$ cat src/rtl/status_report_encoder_pkg.sv
// status_report_encoder_pkg: frame constants, ctrl codes and FSM states shared by the status reply path
package status_report_encoder_pkg;
  localparam logic [7:0] HEADER_DEF = 8'hA5;
  localparam logic [7:0] TAIL_DEF = 8'h5A;
  localparam logic [3:0] CTRL_MOVE = 4'h0;
  localparam logic [3:0] CTRL_SCREEN = 4'h1;
  localparam int FRAME_LEN = 5;
  typedef enum logic {IDLE, SEND} state_t;
endpackage

$ cat src/rtl/status_report_encoder_if.sv
// status_report_encoder_if: valid/ready byte handshake toward the UART transmitter
interface status_report_encoder_if;
  logic [7:0] tx_data;
  logic tx_valid;
  logic tx_ready;
  modport master (output tx_data, tx_valid, input tx_ready);
  modport slave (input tx_data, tx_valid, output tx_ready);
endinterface

$ cat src/rtl/status_report_encoder_value_encode.sv
// status_value_encode: maps split/full flag and one-hot screen selection to the 4-bit reply value (4'hF if invalid)
module status_value_encode (
  input logic split_full,
  input logic [3:0] screen_switch,
  output logic [3:0] value
);
  always_comb
    value = !split_full ? 4'd0 :
            screen_switch == 4'b0001 ? 4'd1 :
            screen_switch == 4'b0010 ? 4'd2 :
            screen_switch == 4'b0100 ? 4'd3 :
            screen_switch == 4'b1000 ? 4'd4 : 4'hF;
endmodule

$ cat src/rtl/status_report_encoder.sv
// status_report_encoder: streams a 5-byte status frame from a snapshot of control state; AUTO_REPORT_EN adds change-triggered reports
module status_report_encoder
  import status_report_encoder_pkg::*;
#(
  parameter logic [7:0] HEADER = HEADER_DEF,
  parameter logic [7:0] TAIL = TAIL_DEF
) (
  input logic clk,
  input logic rst,
  input logic I_report_req,
  input logic I_video_move_en,
  input logic I_split_full_flag,
  input logic [3:0] I_screen_switch,
  status_report_encoder_if.master tx,
  output logic O_busy,
  output logic O_frame_done
);
  state_t state, state_nx;
  logic [2:0] idx, idx_nx;
  logic snap_move, snap_split, pending, pending_nx, trigger, xfer, last, auto_hit;
  logic [3:0] snap_switch, snap_value;
  logic [7:0] b1, b2;
  status_value_encode u_value (
    .split_full(snap_split),
    .screen_switch(snap_switch),
    .value(snap_value)
  );
`ifdef AUTO_REPORT_EN
  logic [5:0] reported;
  always_ff @(posedge clk) begin
    if (rst) reported <= '0;
    else if (trigger) reported <= {I_video_move_en, I_split_full_flag, I_screen_switch};
  end
  assign auto_hit = {I_video_move_en, I_split_full_flag, I_screen_switch} != reported;
`else
  assign auto_hit = 1'b0;
`endif
  always_comb begin
    xfer = state == SEND && tx.tx_ready;
    last = idx == 3'(FRAME_LEN - 1);
    trigger = state == IDLE && (I_report_req || pending || auto_hit);
    state_nx = trigger ? SEND : xfer && last ? IDLE : state;
    idx_nx = trigger ? 3'd0 : xfer && !last ? idx + 3'd1 : idx;
    pending_nx = state == SEND && (pending || I_report_req);
  end
  always_ff @(posedge clk) begin
    if (rst) begin
      state <= IDLE;
      idx <= 3'd0;
      pending <= 1'b0;
      O_frame_done <= 1'b0;
      snap_move <= 1'b0;
      snap_split <= 1'b0;
      snap_switch <= 4'd0;
    end else begin
      state <= state_nx;
      idx <= idx_nx;
      pending <= pending_nx;
      O_frame_done <= xfer && last;
      if (trigger) begin
        snap_move <= I_video_move_en;
        snap_split <= I_split_full_flag;
        snap_switch <= I_screen_switch;
      end
    end
  end
  assign b1 = {CTRL_MOVE, 3'b000, snap_move};
  assign b2 = {CTRL_SCREEN, snap_value};
  assign tx.tx_valid = state == SEND;
  assign O_busy = state == SEND;
  assign tx.tx_data = state != SEND ? 8'h00 :
                      idx == 3'd0 ? HEADER :
                      idx == 3'd1 ? b1 :
                      idx == 3'd2 ? b2 :
                      idx == 3'd3 ? b1 ^ b2 : TAIL;
endmodule

$ cat src/flat_wrapper.sv
// flat-port wrapper written by rule: the top's interface ports become plain ports
module status_report_encoder_flat import status_report_encoder_pkg::*;
#(
  parameter logic [7:0] HEADER = HEADER_DEF,
  parameter logic [7:0] TAIL = TAIL_DEF
)
  (clk, rst, I_report_req, I_video_move_en, I_split_full_flag, I_screen_switch, O_busy, O_frame_done, tx_tx_data, tx_tx_valid, tx_tx_ready);
  status_report_encoder_if tx_i ();
  input logic clk;
  input logic rst;
  input logic I_report_req;
  input logic I_video_move_en;
  input logic I_split_full_flag;
  input logic [3:0] I_screen_switch;
  output logic O_busy;
  output logic O_frame_done;
  output wire logic [$bits(tx_i.tx_data)-1:0] tx_tx_data;
  output wire logic [$bits(tx_i.tx_valid)-1:0] tx_tx_valid;
  input wire logic [$bits(tx_i.tx_ready)-1:0] tx_tx_ready;
  assign tx_tx_data = tx_i.tx_data;
  assign tx_tx_valid = tx_i.tx_valid;
  assign tx_i.tx_ready = tx_tx_ready;
  status_report_encoder #(.HEADER(HEADER), .TAIL(TAIL)) u_core (.clk(clk), .rst(rst), .I_report_req(I_report_req), .I_video_move_en(I_video_move_en), .I_split_full_flag(I_split_full_flag), .I_screen_switch(I_screen_switch), .tx(tx_i), .O_busy(O_busy), .O_frame_done(O_frame_done));
endmodule
$ cat config.mk
export PLATFORM = sky130hd
export DESIGN_NAME = status_report_encoder_flat
export DESIGN_NICKNAME = d
export VERILOG_FILES = /design/src/rtl/status_report_encoder_pkg.sv /design/src/rtl/status_report_encoder_if.sv /design/src/rtl/status_report_encoder_value_encode.sv /design/src/rtl/status_report_encoder.sv /design/src/flat_wrapper.sv
export SDC_FILE = /design/constraint.sdc
export NUM_CORES = 1
export LEC_CHECK = 0
export BUFFER_PORTS_ARGS = -buffer_cell sky130_fd_sc_hd__clkbuf_2
export CAP_MARGIN = 30
export CORE_MARGIN = 8
export CORE_UTILIZATION = 50
export CTS_CLUSTER_DIAMETER = 100
export CTS_CLUSTER_SIZE = 30
export DETAILED_ROUTE_END_ITERATION = 10
export PLACE_DENSITY = 0.84
export SYNTH_ARGS = -nofsm -noshare
export SYNTH_HDL_FRONTEND = slang
export SYNTH_HIERARCHICAL = 1
export SYNTH_SLANG_ARGS = --single-unit
$ cat constraint.sdc
create_clock -name clk -period 1.48 [get_ports clk]
set_input_delay 0.074 -clock clk [delete_from_list [all_inputs] [get_ports clk]]
set_output_delay 0.074 -clock clk [all_outputs]
set_load 0.005 [all_outputs]
## Word level (Yosys, flattened, before mapping)

Cells that the tools add are included.

- Register bits: 12
- Input bits: 10
- Word-level logic and storage cells: 40
- Memory bits (writable): 0
- Memories kept: 0
- Memory bits (read-only): 0
- Bits in latches: 0
- Output and inout bits: 11

- Equal/unequal tests: 8
- Shift-type cells: 0
- Add/sub/neg operators: 1
- Multiplexer cells: 12
- Bitwise operators: 2
- Order comparisons: 0
- Divide/modulo/power cells: 0
- Reduce and logical (&&, ||, !) cells: 10
- $mul: 0

Operator list:

| cell | count |
|---|---|
| $mux W8 | 5 |
| $mux W4 | 5 |
| $eq A3 B2 Y1 const B | 2 |
| $logic_and A1 B1 Y1 | 5 |
| $xor A1 B5 Y5 | 1 |
| $eq A4 B1 Y1 const B | 1 |
| $eq A4 B2 Y1 const B | 1 |
| $eq A4 B3 Y1 const B | 1 |
| $eq A4 B4 Y1 const B | 1 |
| $add A3 B1 Y3 const B | 1 |
| $eq A3 B1 Y1 const B | 1 |
| $eq A3 B3 Y1 const B | 1 |
| $logic_not A3 Y1 | 1 |
| $mux W1 | 2 |
| $reduce_bool A2 Y1 | 1 |
| $reduce_or A2 Y1 | 1 |
| $logic_not A1 Y1 | 1 |
| $logic_or A1 B1 Y1 | 1 |
| $not A1 Y1 | 1 |

## Longest topological paths before layout

Gate-level depths: netlist (run 1).

- Depth in word-level cells: 12
- Gate-level depth with buffers: 6
- Gate-level depth less buffers: 5

## Modules after synthesis

The synthesis (run 1) kept the hierarchy.

By module, submodules not included:

| module | instances | sequential area each (um^2) | area each (um^2) | cells an instance |
|---|---|---|---|---|
| status_report_encoder | 1 | 240.2 | 674.4 | 78 |
| status_value_encode | 1 | 0.0 | 108.9 | 15 |

## Least setup slack after synthesis (run 1)

No wires, ideal clock.

- Kind: flip-flop to output port
- From: register u_core.idx[0]
- To: output tx_tx_data[6]
- Data arrival time: 1285 ps
- Path buffers: 0
- Stages on the path, launching flop included: 6
- Path slack: 121 ps
- Required time: 1406 ps
- Cell sequence: dfxtp_1 -> inv_1 -> ha_1 -> or2_1 -> a21oi_2 -> a21boi_0

- Cells in the longest elaborated chain, start to end: 6
- Elaborated cells on any way between the ends: 9
- Classes of those cells: eq/ne: 3; mux: 5; reduce/logical: 1

Ends and longest elaborated chain:

| element | RTL line | source |
|---|---|---|
| from (decl) | status_report_encoder.sv:19 | `logic [2:0] idx, idx_nx;` |
| from (signal assigned) | status_report_encoder.sv:57 | `idx <= idx_nx;` |
| $eq A3 B2 Y1 | status_report_encoder.sv:75 | `idx == 3'd3 ? b1 ^ b2 : TAIL;` |
| $mux W8 | status_report_encoder.sv:75 |  |
| $mux W8 | status_report_encoder.sv:74 | `idx == 3'd2 ? b2 :` |
| $mux W8 | status_report_encoder.sv:73 | `idx == 3'd1 ? b1 :` |
| $mux W8 (*) | status_report_encoder.sv:72 | `idx == 3'd0 ? HEADER :` |
| $mux W8 (*) | status_report_encoder.sv:71 | `assign tx.tx_data = state != SEND ? 8'h00 :` |
| to (decl) | flat_wrapper.sv:17 | `output wire logic [$bits(tx_i.tx_data)-1:0] tx_tx_data;` |

Mark *: on every way between the ends. The rest lies on a longest branch, timed or not.

## Final worst setup path (run 1)

- From: register u_core.idx[0]
- To: output tx_tx_data[0]

Same word-level chain as after synthesis.

==> key figures, run 1 <==
Layout
  • P&R area growth vs syn: 32.6%
  • Non-Filler Instances: 137
  • Layout cells sized above 1: a little under half
  • Final instance area: around 1000 µm²
  • Antenna cells: 0
  • Nets@finish: about 140
  • Fillers: around 120

Die
  • Die width: between 50 and 60 µm
  • Die area: between 3000 and 4000 µm²
  • Top-Level Pins: 21
  • Die span in y: approximately 56 µm
  • Starting Density: 52.6%
  • Core Rows: 14
  • Core area: approximately 1500 µm²

Detailed routing
  • Wire length per cell: ~14 µm
  • Via count: ~750
  • Post-DRT Antenna Nets: 0
  • Pre-antenna DRT Iters: 4
  • Vias per cell: 5.45
  • Residual DRC: 0
  • Final WL: 1940 µm
  • Initial DRC Count: 6

STA
  • RSZ-0062 raised after global routing: yes
  • Final hold slack: 0.0437 ns
  • Final critical-path required period: 1.64 ns
  • Max Clk Rate: roughly 610 MHz
  • Worst slew pin tran: 0.477 ns
  • Final WS setup: -0.159 ns
  • Final Max Tran Viols: 0
  • Fin crit share: 111%
  • # setup viols final: 6
  • Final Hold Fails: 0
  • Slew margin rel.: between 60% and 70%
  • Clock skew: about 0.0010 ns
  • Sum Neg Setup Slack: -0.691 ns

Power and ir drop
  • Pwr Total: 0.789 mW
  • Power Dens Cells: ~760 nW/µm²
  • Pleak: 0.455 nW
  • Peak VDD IR: between 0.7 and 0.8 mV

Logic synthesis
  • Synthesized instance count: between 90 and 100
  • Syn. warnings: 6
  • Register area share after synthesis: a little under a third
  • Seq cells post-synth: 12
  • Ys flop type: dfxtp_1
  • Count of cell types in the netlist: 36
  • Mapped Avg Cell Area: 8.42 µm²
  • Post-synth EDFFs: 0
  • Post-synth net total: ~110
  • Async S/R FF share, synth: 0%
  • Cell Area, Synth: 783 µm²

Placement
  • Inst Count DP: 130
  • Hpwl dp: approximately 1400 µm
  • Port buffer count: 20
  • Routability Congestion: 0.770
  • Placement Cell Area: 916 µm²

Worst setup path
  • Critical path's top delay family: flip-flops
  • Max stage delay on crit path: 0.36 ns
  • Critical path class: reg2out
  • Worst Reg2Reg Path Length in Cells: 7
  • Critical path buffers and inverters: 2
  • Element type at the critical path end: output port
  • Worst flop-to-flop path startpoint: u_core/idx[0]
  • Critical path's slowest cell: dfxtp_4
  • Worst R2R End: u_core/idx[0]
  • Cell Chain, Critical Path: buf_6, ha_4, ha_4, nor2b_4, o211ai_1, a31oi_1, buf_2
  • CP Launch Type: flip-flop
  • Worst-path fanout max: 3
  • Worst reg-to-reg setup slack: -0.04 ns
  • Critical path data arrival time: 1.57 ns
  • Top cell by count, worst path: ha_4
  • Critical Path RT: around 1.4 ns

CTS
  • CTS Buf Count: 3
  • CTS sink cnt: 12
  • Clk root buf: clkbuf_4
  • Hold-fix buffers, CTS: 0
  • H-tree depth: 1
  • CTS clk-pin slew, worst paths: 0.08 ns
  • Longest Clk Path Bufs: 2
  • Worst-Skew Late Latency: 0.26 ns
  • CTS tree: done

Global routing
  • Largest net degree at the start of global routing: 11
  • Antenna violations before repair: 0
  • Vias in the first global route: ~800
  • Grt total ovfl: 0
  • Tot GR Track Use: ~12%
  • First-pass GRT wire length: 3210 µm

Worst hold path
  • Hold Crit Start: I_screen_switch[3]
  • Worst min path class: in2reg
  • Hold Path End: u_core/snap_switch[3]
  • Hold Crit Depth: 3

Outcome
  • Status: finished with violations
  • Failing checks: negative setup slack

Job
  • Max-cap viol count: 0
logic make-up after synthesis:
logic type | Yosys count | synth area share [%]
xor+xnor | 4 | 4.47
compound gates | 24 | 21.9
simple gates | 29 | 18.4
buf+inv | 13 | 8.94
fa+ha+maj | 5 | 7.99
mux | 6 | 7.67
flops | 12 | 30.7
synthesized netlist by cell type (all sizes together), types with 2 or more instances:
cell type,number,share of area [%]
a21o,2,1.9
a21oi,6,4.8
a31oi,2,1.6
buf,5,5.0
clkbuf,2,1.1
dfxtp,12,31
ha,5,8.0
inv,6,2.9
mux2i,6,7.7
nand2,4,2.2
nand2b,3,2.4
nor2,11,5.3
nor2b,2,1.6
nor3,3,1.9
o21a,2,1.9
o21ai,4,2.6
o31a,2,2.2
or2,2,1.6
xnor2,4,4.5
sequential cells by signal, summed over array words and instances (netlist names):
name                 flops
u_core/O_frame_done      1
u_core/O_busy            1
u_core/snap_move         1
u_core/idx               3
u_core/snap_split        1
u_core/snap_switch       4
u_core/pending           1
through the flow:
| step | setup WS, ns | utilization [%] |
|---|---|---|
| CTS | -0.158 | 68.3 |
| detailed placement | -0.00240 | 61.5 |
| global route | -0.256 | 69.7 |
| floorplan | 0.121 | - |
| global placement | 0.0704 | 61.5 |
| finish | -0.159 | 69.7 |
placed cells by master (no fill, tap or decap), drive strengths merged:
master	n
a21boi	1
a21o	2
a21oi	6
a31oi	2
and2	1
buf	14
clkbuf	21
dfxtp	12
ha	5
inv	6
mux2i	6
nand2	4
nand2b	3
nand3	1
nand4	1
nor2	11
nor2b	2
nor3	3
o2111ai	1
o211ai	1
o21a	2
o21ai	4
o21bai	1
o22ai	1
o31a	2
o41ai	1
or2	2
or3	1
xnor2	4
tightest hold or removal path, stage by stage:
cell	delay, ns
clkbuf_2	0.08
mux2i_1	0.05
nor2_1	0.07
layer usage:
metal	track usage, %	up-vias	share of wire, %
met5	0	-	0
met4	5.28	0	1.7
met3	3.42	4	3.7
met2	21.5	20	49
met1	12.8	349	46
li1	-	373	-
area by class of cell:
| class | instances | area, µm² | share of cell area [%] |
|---|---|---|---|
| multi-input cells | 68 | 523 | 50.4 |
| flip-flops and latches | 12 | 246 | 23.7 |
| well taps | 16 | 20.0 | 1.93 |
| repair buffers | 31 | 190 | 18.3 |
| inverters | 6 | 22.5 | 2.17 |
| clock buffers | 4 | 36.3 | 3.49 |
worst max path at each step:
stage | cells past startpoint | slack [ns] | endpoint | start
2_1_floorplan | 5 | 0.12 | tx_tx_data[6] | u_core/idx[0]
3_3_place_gp | 6 | 0.07 | u_core/idx[0] | u_core/idx[0]
3_5_place_dp | 6 | -0.002 | u_core/idx[0] | u_core/idx[0]
4_1_cts | 7 | -0.16 | tx_tx_data[0] | u_core/idx[0]
5_1_grt | 7 | -0.26 | tx_tx_data[0] | u_core/idx[0]
6_report | 7 | -0.16 | tx_tx_data[0] | u_core/idx[0]
timing repair:
item	CTS	global route
buffers inserted	3	0
pin swaps	5	5
resized for setup	13	9
setup endpoints to repair	6	14
where the power goes:
group	total (mW)	switching [mW]	internal, mW
registers	0.369	0.0294	0.339
logic	0.165	0.0775	0.0874
clock network	0.255	0.106	0.149
Note: power is estimated with default switching activity, not from simulation.
==> run 2, diff against run 1 <==
Settings changed: CORE_UTILIZATION 50 to 49, SETUP_SLACK_MARGIN set to 0.02, SYNTH_HIERARCHICAL 1 to unset.
==> key figures, run 2 <==
Logic synthesis
  • Post-synth net total: 108 (unchanged)
  • Count leader, synth: nand2_1
  • Synth top area cells: dfxtp_1 (34%), nand2_1 (9.5%), ha_1 (8.8%), a21oi_1 (7.7%), nor2_1 (4.2%)
  • Mapped Avg Cell Area: 7.64 µm² (-9.3%)
  • Area leader, netlist: dfxtp_1
  • Post-synth EDFFs: 0 (unchanged)
  • Register area share after synthesis: 33.8% (+3.1 points)
  • Syn. warnings: 0 (-6)
  • Most frequent cells after synthesis: nand2_1 (18), dfxtp_1 (12), a21oi_1 (11)
  • Async S/R FF share, synth: 0% (unchanged)
  • Synthesized instance count: 93 (unchanged)
  • Cell Area, Synth: 711 µm² (-9.3%)
  • Post-synth top area share: 33.8% (+3.1 points)
  • Count of cell types in the netlist: 24 (-33%)
  • Seq cells post-synth: 12 (unchanged)
  • Ys flop type: dfxtp_1

STA
  • Final Hold Fails: 0 (unchanged)
  • Fin crit share: 104% (-7.3 points)
  • # setup viols final: 2 (-4)
  • Worst slew pin tran: 0.434 ns (-0.0428 ns)
  • Final Max Tran Viols: 0 (unchanged)
  • Slew margin rel.: 70.9% (+2.7 points)
  • Final critical-path required period: 1.53 ns (-0.107 ns)
  • Final WS setup: -0.0518 ns (+0.107 ns)
  • RSZ-0062 raised after global routing: yes
  • Clock skew: 0.00138 ns (+0.000367 ns)
  • Max Clk Rate: 653 MHz (+7.0%)

CTS
  • Clk root buf: clkbuf_4
  • CTS sink cnt: 12 (unchanged)
  • Longest Clk Path Bufs: 2 (unchanged)
  • CTS Buf Count: 3 (unchanged)
  • H-tree depth: 1 (unchanged)
  • Worst-Skew Late Latency: 0.27 ns (about the same)
  • CTS tree: done
  • CTS clk-pin slew, worst paths: 0.07 ns (about the same)

Detailed routing
  • Initial DRC Count: 24 (+18)
  • Wire length per cell: 14.5 µm (+2.2%)
  • Pre-antenna DRT Iters: 4 (unchanged)
  • Post-DRT Antenna Nets: 0 (unchanged)
  • Final WL: 1900 µm (-2.3%)
  • Via count: 720 (-3.5%)
  • Residual DRC: 0 (unchanged)
  • Vias per cell: 5.50 (+0.94%)

Outcome
  • Status: finished with violations
  • Failing checks: negative setup slack

Worst setup path
  • Element type at the critical path end: output port
  • Max stage delay on crit path: 0.38 ns (+0.02 ns)
  • Worst flop-to-flop path startpoint: u_core.idx[1]
  • Worst R2R End: u_core.idx[1]
  • Cell Chain, Critical Path: ha_4, ha_4, nand2b_4, a41o_1, clkbuf_2
  • CP Launch Type: flip-flop
  • Worst reg-to-reg setup slack: 0.22 ns (+0.26 ns)
  • Worst-path fanout max: 5 (+2)
  • Critical Path RT: 1.41 ns (about the same)
  • Critical path class: reg2out
  • Top cell by count, worst path: ha_4
  • Critical path's slowest cell: dfxtp_4
  • Critical path data arrival time: 1.46 ns (-0.11 ns)
  • Worst Reg2Reg Path Length in Cells: 5 (-2)

Worst hold path
  • Hold Crit Start: I_screen_switch[0]
  • Hold Path End: u_core.snap_switch[0]
  • Worst min path class: in2reg
  • Hold Crit Depth: 3 (unchanged)

Layout
  • Fillers: 91 (-23%)
  • Nets@finish: 132 (-3.6%)
  • Fin util: 76.4% (+6.6 points)
  • Max reg flops: 4 (unchanged)
  • Antenna cells: 0 (unchanged)
  • P&R area growth vs syn: 43.3%
  • Most frequent cells in the layout: clkbuf_2 (18), nand2_1 (17), a21oi_1 (9), nor2_1 (7), ha_4 (5)
  • Biggest register: u_core.snap_switch
  • Layout cells sized above 1: 46.6% (+1.1 points)
  • Non-Filler Instances: 131 (-4.4%)
  • Commonest non-fill, non-tap cell in the layout: clkbuf_2
  • Largest registers: u_core.snap_switch (4), u_core.idx (3)

Die
  • Die area: 2930 µm² (-5.3%)
  • Core area: 1330 µm² (-10%)
  • Core Rows: 13 (-1)
  • Top-Level Pins: 21 (unchanged)
  • Starting Density: 53.3% (+0.68 points)
  • Die span in y: 54.1 µm (-2.7%)
  • Die width: 54.1 µm (-2.7%)

Power and ir drop
  • Peak VDD IR: 0.648 mV (-13%)
  • Comb power frac: 20.9% (about the same)
  • Pwr Total: 0.795 mW (+0.78%)
  • Clk pwr share: 32.4% (about the same)
  • Power Dens Cells: 780 nW/µm² (+2.8%)
  • Pint: 0.567 mW (-1.5%)
  • Pleak: 0.429 nW (-5.8%)
  • Sw Ratio: 28.6% (+1.6 points)
  • Seq pwr share: 46.7% (about the same)
  • Switch Pwr: 0.227 mW (+6.9%)

Global routing
  • Grt total ovfl: 0 (unchanged)
  • Antenna violations before repair: 0 (unchanged)
  • Vias in the first global route: 703 (-12%)
  • Tot GR Track Use: 13.2% (+1.1 points)
  • Largest net degree at the start of global routing: 12 (+1)
  • First-pass GRT wire length: 2880 µm (-10%)

Placement
  • Port buffer count: 20 (unchanged)
  • Inst Count DP: 124 (-4.6%)
  • Hpwl dp: 1360 µm (-3.9%)
  • Routability Congestion: 0.810 (+5.2%)

Job
  • Max-cap viol count: 0 (unchanged)
==> run 2: worst max path at each step <==
stage / to / slack [ns] / start
after floorplan: u_core.idx[1] / 0.30 / u_core.idx[0]
after global placement: tx_tx_data[6] / 0.19 / u_core.idx[0]
after detailed placement: tx_tx_data[6] / 0.09 / u_core.idx[0]
after CTS: tx_tx_data[2] / -0.07 / u_core.idx[1]
after global routing: tx_tx_data[0] / -0.11 / u_core.idx[0]
final: tx_tx_data[2] / -0.05 / u_core.idx[0]
==> run 2: final cells by class <==
cell class                 instances  area, µm²  share of cell area (%)
clock buffer                       4       36.3                    3.56
inverter                           6       27.5                    2.70
multi-input combinational         70        546                    53.6
sequential                        12        260                    25.6
tap                               15       18.8                    1.84
timing repair buffer              24        130                    12.8
==> run 2: metrics by stage <==
step	hold WS, ns	instance area [µm²]	setup slack (ns)	setup TNS (ns)
global placement	0.298	808	0.188	0
global route	0.0201	1020	-0.110	-0.280
finish	0.00578	1020	-0.0518	-0.0856
CTS	0.00615	946	-0.0663	-0.106
detailed placement	0.301	808	0.0896	0
floorplan	0.210	711	0.299	0
==> run 2: cell families after synthesis <==
group	synth area share (%)
fa+ha+maj	8.80
flops	33.8
compound gates	21.8
buf+inv	7.22
mux	1.41
simple gates	20.8
xor+xnor	6.16
==> run 2: worst max-delay path: cells and delay by family, from the launching register on <==
kind	cells	cell delay, ns
AOI/OAI and AO/OA	1	0.22
adders and majority gates	2	0.32
buffers and inverters	1	0.11
DFF	1	0.38
and+or+nand+nor	1	0.15
==> run 2: metal layers <==
layer	wire [µm]	GRT usage, %
met2	941	22.8
met1	770	14.6
met5	0	0
met3	131	2.20
met4	56	8.20
==> run 2: power by group through the flow <==
| stage | Combinational (mW) | Clock (mW) | Sequential (mW) |
|---|---|---|---|
| floorplan | 0.105 | 0 | 0.362 |
| global placement | 0.134 | 0 | 0.373 |
| detailed placement | 0.139 | 0 | 0.375 |
| CTS | 0.153 | 0.259 | 0.367 |
| global route | 0.183 | 0.274 | 0.375 |
| finish | 0.166 | 0.258 | 0.371 |
==> run 2: repair_timing <==
| item | in CTS | in global routing |
|---|---|---|
| setup endpoints to repair | 6 | 6 |
| setup buffers | 2 | 1 |
| pin swaps | 3 | 6 |
| endpoints found under the hold margin | 0 | 0 |
| hold buffers | 0 | 0 |
| resized for setup | 24 | 17 |
